**config.mk**
```make
export PLATFORM = sky130hd
export DESIGN_NAME = regfile_dump_reader
export DESIGN_NICKNAME = d
export VERILOG_FILES = /design/src/rtl/regfile_dump_reader.sv
export SDC_FILE = /design/constraint.sdc
export NUM_CORES = 1
export LEC_CHECK = 0
export CAP_MARGIN = 0
export CORE_AREA = 5 5 87 73
export CTS_CLUSTER_DIAMETER = 150
export DETAILED_ROUTE_END_ITERATION = 16
export DIE_AREA = 0 0 92 78
export PLACE_DENSITY = 0.74
export SYNTH_ARGS = -nofsm -noshare
export SYNTH_HDL_FRONTEND = slang
export SYNTH_SLANG_ARGS = --single-unit
```
**constraint.sdc**
```tcl
create_clock -name clk_i -period 1.9 [get_ports clk_i]
set_clock_uncertainty 0.1 [all_clocks]
set_input_delay 0.38 -clock clk_i [delete_from_list [all_inputs] [get_ports clk_i]]
set_output_delay 0.38 -clock clk_i [all_outputs]
set_load 0.01 [all_outputs]
```
**src/rtl/regfile_dump_reader.sv**
```systemverilog
// Walks every register-file address through the spare read port and streams
// (address, data) beats on a valid/ready interface. Define REGFILE_DUMP_SKIP_X0_EN to start at x1.
module regfile_dump_reader #(
   parameter int ADDRESS_WIDTH = 5,
   parameter int DATA_WIDTH    = 32
) (
   input  logic                     clk_i,
   input  logic                     rst_ni,
   input  logic                     start_i,
   input  logic                     abort_i,
   output logic                     busy_o,
   output logic                     done_o,
   output logic [ADDRESS_WIDTH-1:0] rf_addr_o,
   input  logic [DATA_WIDTH-1:0]    rf_data_i,
   output logic                     out_valid_o,
   input  logic                     out_ready_i,
   output logic [ADDRESS_WIDTH-1:0] out_addr_o,
   output logic [DATA_WIDTH-1:0]    out_data_o
);

   typedef enum logic [1:0] {IDLE, READ, SEND, FIN} state_t;

`ifdef REGFILE_DUMP_SKIP_X0_EN
   localparam logic [ADDRESS_WIDTH-1:0] FIRST = ADDRESS_WIDTH'(1);
`else
   localparam logic [ADDRESS_WIDTH-1:0] FIRST = '0;
`endif
   localparam logic [ADDRESS_WIDTH-1:0] LAST = '1;

   state_t                     state, state_next;
   logic [ADDRESS_WIDTH-1:0]   cnt, cnt_next;
   logic [ADDRESS_WIDTH-1:0]   out_addr_q;
   logic [DATA_WIDTH-1:0]      out_data_q;
   logic                       capture;
   logic                       handshake;

   assign handshake = (state == SEND) && out_ready_i;

   // NOTE: sequential state uses non-blocking assignments so every register
   // samples the pre-edge values, independent of block ordering.
   always_ff @(posedge clk_i or negedge rst_ni) begin
      if (!rst_ni) begin
         state <= IDLE;
         cnt   <= FIRST;
      end else begin
         state <= state_next;
         cnt   <= cnt_next;
      end
   end

   // Beat registers are reset so the stream outputs read 0 out of reset.
   always_ff @(posedge clk_i or negedge rst_ni) begin
      if (!rst_ni) begin
         out_addr_q <= '0;
         out_data_q <= '0;
      end else if (capture) begin
         out_addr_q <= cnt;
         out_data_q <= rf_data_i;
      end
   end

   // NOTE: every signal written here gets a default first, so no path
   // through the case leaves it unassigned and no latch is inferred.
   always_comb begin
      state_next = state;
      cnt_next   = cnt;
      capture    = 1'b0;
      unique case (state)
         IDLE: begin
            if (start_i) begin
               state_next = READ;
               cnt_next   = FIRST;
            end
         end
         READ: begin
            capture    = 1'b1;
            state_next = SEND;
         end
         SEND: begin
            if (handshake) begin
               if (cnt == LAST) begin
                  state_next = FIN;
               end else begin
                  cnt_next   = cnt + ADDRESS_WIDTH'(1);
                  state_next = READ;
               end
            end
         end
         FIN: begin
            state_next = IDLE;
            cnt_next   = FIRST;
         end
         default: begin
            state_next = IDLE;
            cnt_next   = FIRST;
         end
      endcase
      // Abort overrides everything, including a same-cycle handshake; in IDLE
      // it also suppresses a simultaneous start.
      if (abort_i) begin
         state_next = IDLE;
         cnt_next   = FIRST;
         capture    = 1'b0;
      end
   end

   assign busy_o      = (state != IDLE);
   assign done_o      = (state == FIN);
   assign out_valid_o = (state == SEND);
   assign rf_addr_o   = cnt;
   assign out_addr_o  = out_addr_q;
   assign out_data_o  = out_data_q;

endmodule

```
==> summary.md <==
| Metric | Value |
|---|---|
| Clock sinks | 44 |
| Reg2Reg Depth | 7 |
| DRT Pass-1 Iters | 4 |
| Total track usage | 12.76% |
| Synth async-reset ratio | 100.0% |
| Most numerous cell in the Yosys netlist | dfrtp_1 |
| Total Nets Final | 258 |
| CTS tree | yes |
| Final hold violations | 0 |
| Placed Area | 2933 sq um |
| R2R Path End | rf_addr_o[0]$_DFFE_PN0P_ |
| # diodes | 0 |
| Die boundary height | 78 um |
| Worst relative slew slack | 63.99% |
| Top cell type by total area after synthesis | dfrtp_1 |
| H-tree levels | 2 |
| Antenna-violating nets left | 0 |
| Clk_lat worst skew | 0.29 ns |
| DP Wirelength | 3442 um |
| Reg2reg setup slack | 0.08 ns |
| Starting density of the core | 37.24% |
| Tmin final | 1.860 ns |
| GR peak layer | met1 |
| Iter 0 DRT Violations | 48 |
| Ports | 82 |
| HP Class | reg -> reg |
| Via count | 1,327 |
| Critical Path End | rf_addr_o[0] |
| Status | completed |
| Worst Path Class, Setup | reg -> out |
| Leakage | 1.354 nW |
| Crit path from | rf_addr_o[0]$_DFFE_PN0P_ |
| Worst Hold Depth | 1 |
| Final Slew Violations | 0 |
| Top FF cell, synth | dfrtp_1 |
| Final Total Pwr | 0.002962 W |
| Mapped Area | 1991 sq um |
| Hold Slack | 0.4126 ns |
| Hold path start | out_data_o[19]$_DFFE_PN0P_ |
| Fin crit share | 97.90% |
| Start of the worst register-to-register path | rf_addr_o[0]$_DFFE_PN0P_ |
| Rows | 24 |
| Global-route wire length before repair | 7383 um |
| Vias in the first global route | 1,474 |
| Routability-driven placement congestion ratio | 0.7564 |
| Post-DR vias/cell | 4.656 |
| Post-route design area | 3092 sq um |
| Required @ worst endpoint | 1.42 ns |
| Post-synth net total | 160 |
| Root Buffer Master | clkbuf_8 |
| Post-Syn Instances | 121 |
| Max-Cap Viols | 0 |
| Initial antenna violation count | 0 |
| Final WL | 4527 um |
| Critical path endpoint category | primary output |
| CP Max Fanout | 5 |
| Most frequent cells after synthesis | dfrtp_1, mux2_4, mux2_2 |
| Worst EP arrival | 1.38 ns |
| Area delta synth->final | 55.31% |
| M3 GR Usage | 5.803% |
| Post-DR wirelength/cell | 15.88 um |
| Grt ovf | 0 |
| Slew @ Worst Pin | 0.5402 ns |
| CTS clock-pin slew for the worst setup and hold paths | 0.09 ns |
| Distinct cells, synth | 30 |
| Width of the die | 92 um |
| Area contributors post-synth | dfrtp_1, mux2_4, mux2_2 |
| GR Util met2 | 17.93% |
| #FFs+latches synth | 44 |
| Met1 usage | 18.27% |
| Avg Inst Size Synth | 16.45 sq um |
| Worst setup SP type | flop |
| Clock Path Buffers | 2 |
| Max IR drop VDD | 0.6131 mV |
| Post-synth EDFFs | 0 |
| Setup WS post-layout | 0.03984 ns |
| Num CTS Buffers | 5 |
| # port buffers | 81 |
| Post-route DRC | 0 |
| Largest net degree at the start of global routing | 25 |
| Ys Warns | 0 |
| Setup WS pre-CTS | -0.02590 ns |
| Die Area | 7176 sq um |
| PD cells | 958.2 nW/um^2 |
| # setup viols final | 0 |
| Core Area | 5345 sq um |
| Top-area cell type share of the netlist area | 55.31% |
| Max Clock Freq | 537.6 MHz |
| Fraction of the yosys area taken by sequential cells | 55.31% |
| Post-layout util | 57.84% |
| Share of cells above drive strength 1 | 33.64% |
[power breakdown]
part	switching [W]	leakage (nW)	internal, W
Combinational	0.000311	0.753	0.000660
Sequential	0.000117	0.539	0.00113
Clock	0.000314	0.0614	0.000430
Total	0.000741	1.35	0.00222
[what timing repair did]
action	CTS	global route
endpoints found under the hold margin	22	0
buffers inserted	0	0
gates resized for setup	5	3
hold buffers	1	0
pin swaps	0	2
setup endpoints to repair	3	4
[worst max-delay path: stages, from the launching register on]
cell and delay (ns):
dfrtp_2 0.40, buf_4 0.15, clkdlybuf4s50_1 0.54
[sequential cells by signal, indices dropped and copies added, names as in the netlist]
name	flops
rf_addr_o	5
out_data_o	32
out_addr_o	5
state	2
[routing by layer]
metal	part of all wire (%)	up-vias
met5	0	-
met4	0.24	0
met2	39	64
met3	9.6	2
met1	51	641
li1	-	620
[how the worst min path moves through the flow]
stage	to	slack [ns]
2_1_floorplan	out_addr_o[0]$_DFFE_PN0P_	-0.02
3_3_place_gp	state[1]$_DFFE_PN0P_	0.30
3_5_place_dp	out_data_o[30]$_DFFE_PN0P_	0.30
4_1_cts	out_data_o[8]$_DFFE_PN0P_	0.42
5_1_grt	out_data_o[27]$_DFFE_PN0P_	0.43
6_report	out_data_o[19]$_DFFE_PN0P_	0.41
[area by class of cell]
cell class | instances | area [sq um]
clock inverters | 2 | 38.79
well taps | 65 | 81.33
flip-flops and latches | 44 | 1105
fillers | 440 | 2253
clock buffers | 6 | 82.58
multi-input cells | 73 | 849.6
repair buffers | 95 | 934.6
[logic make-up (layout without fill, tap and decap cells)]
logic type	count (synthesis)	count (layout)	synth area share, %
AO/OA/AOI/OAI	8	8	2.954
adder cells (fa/ha/maj)	2	2	1.257
buffers and inverters	4	103	3.583
flip-flops	44	44	55.31
multiplexers	39	39	27.84
AND/OR/NAND/NOR	24	24	9.051
[layout by cell type (no fill, tap or decap), types with 2 or more instances in the layout]
master,n
o2bb2ai_1,2
nand2b_4,2
nand3b_1,4
nand3_1,3
mux2_4,31
o21ai_0,2
mux2_2,7
buf_12,2
clkbuf_8,6
dfrtp_2,3
nand2_1,3
buf_4,11
dfrtp_1,41
dlygate4sd2_1,3
clkdlybuf4s50_1,77
[per-stage QoR]
step / setup TNS, ns / std cells
finish: 0 / 285
global route: -0.001111 / 285
CTS: 0 / 285
detailed placement: -0.1058 / 276
global placement: 0 / 276
floorplan: 0 / 121
(Power assumes the default switching activity.)
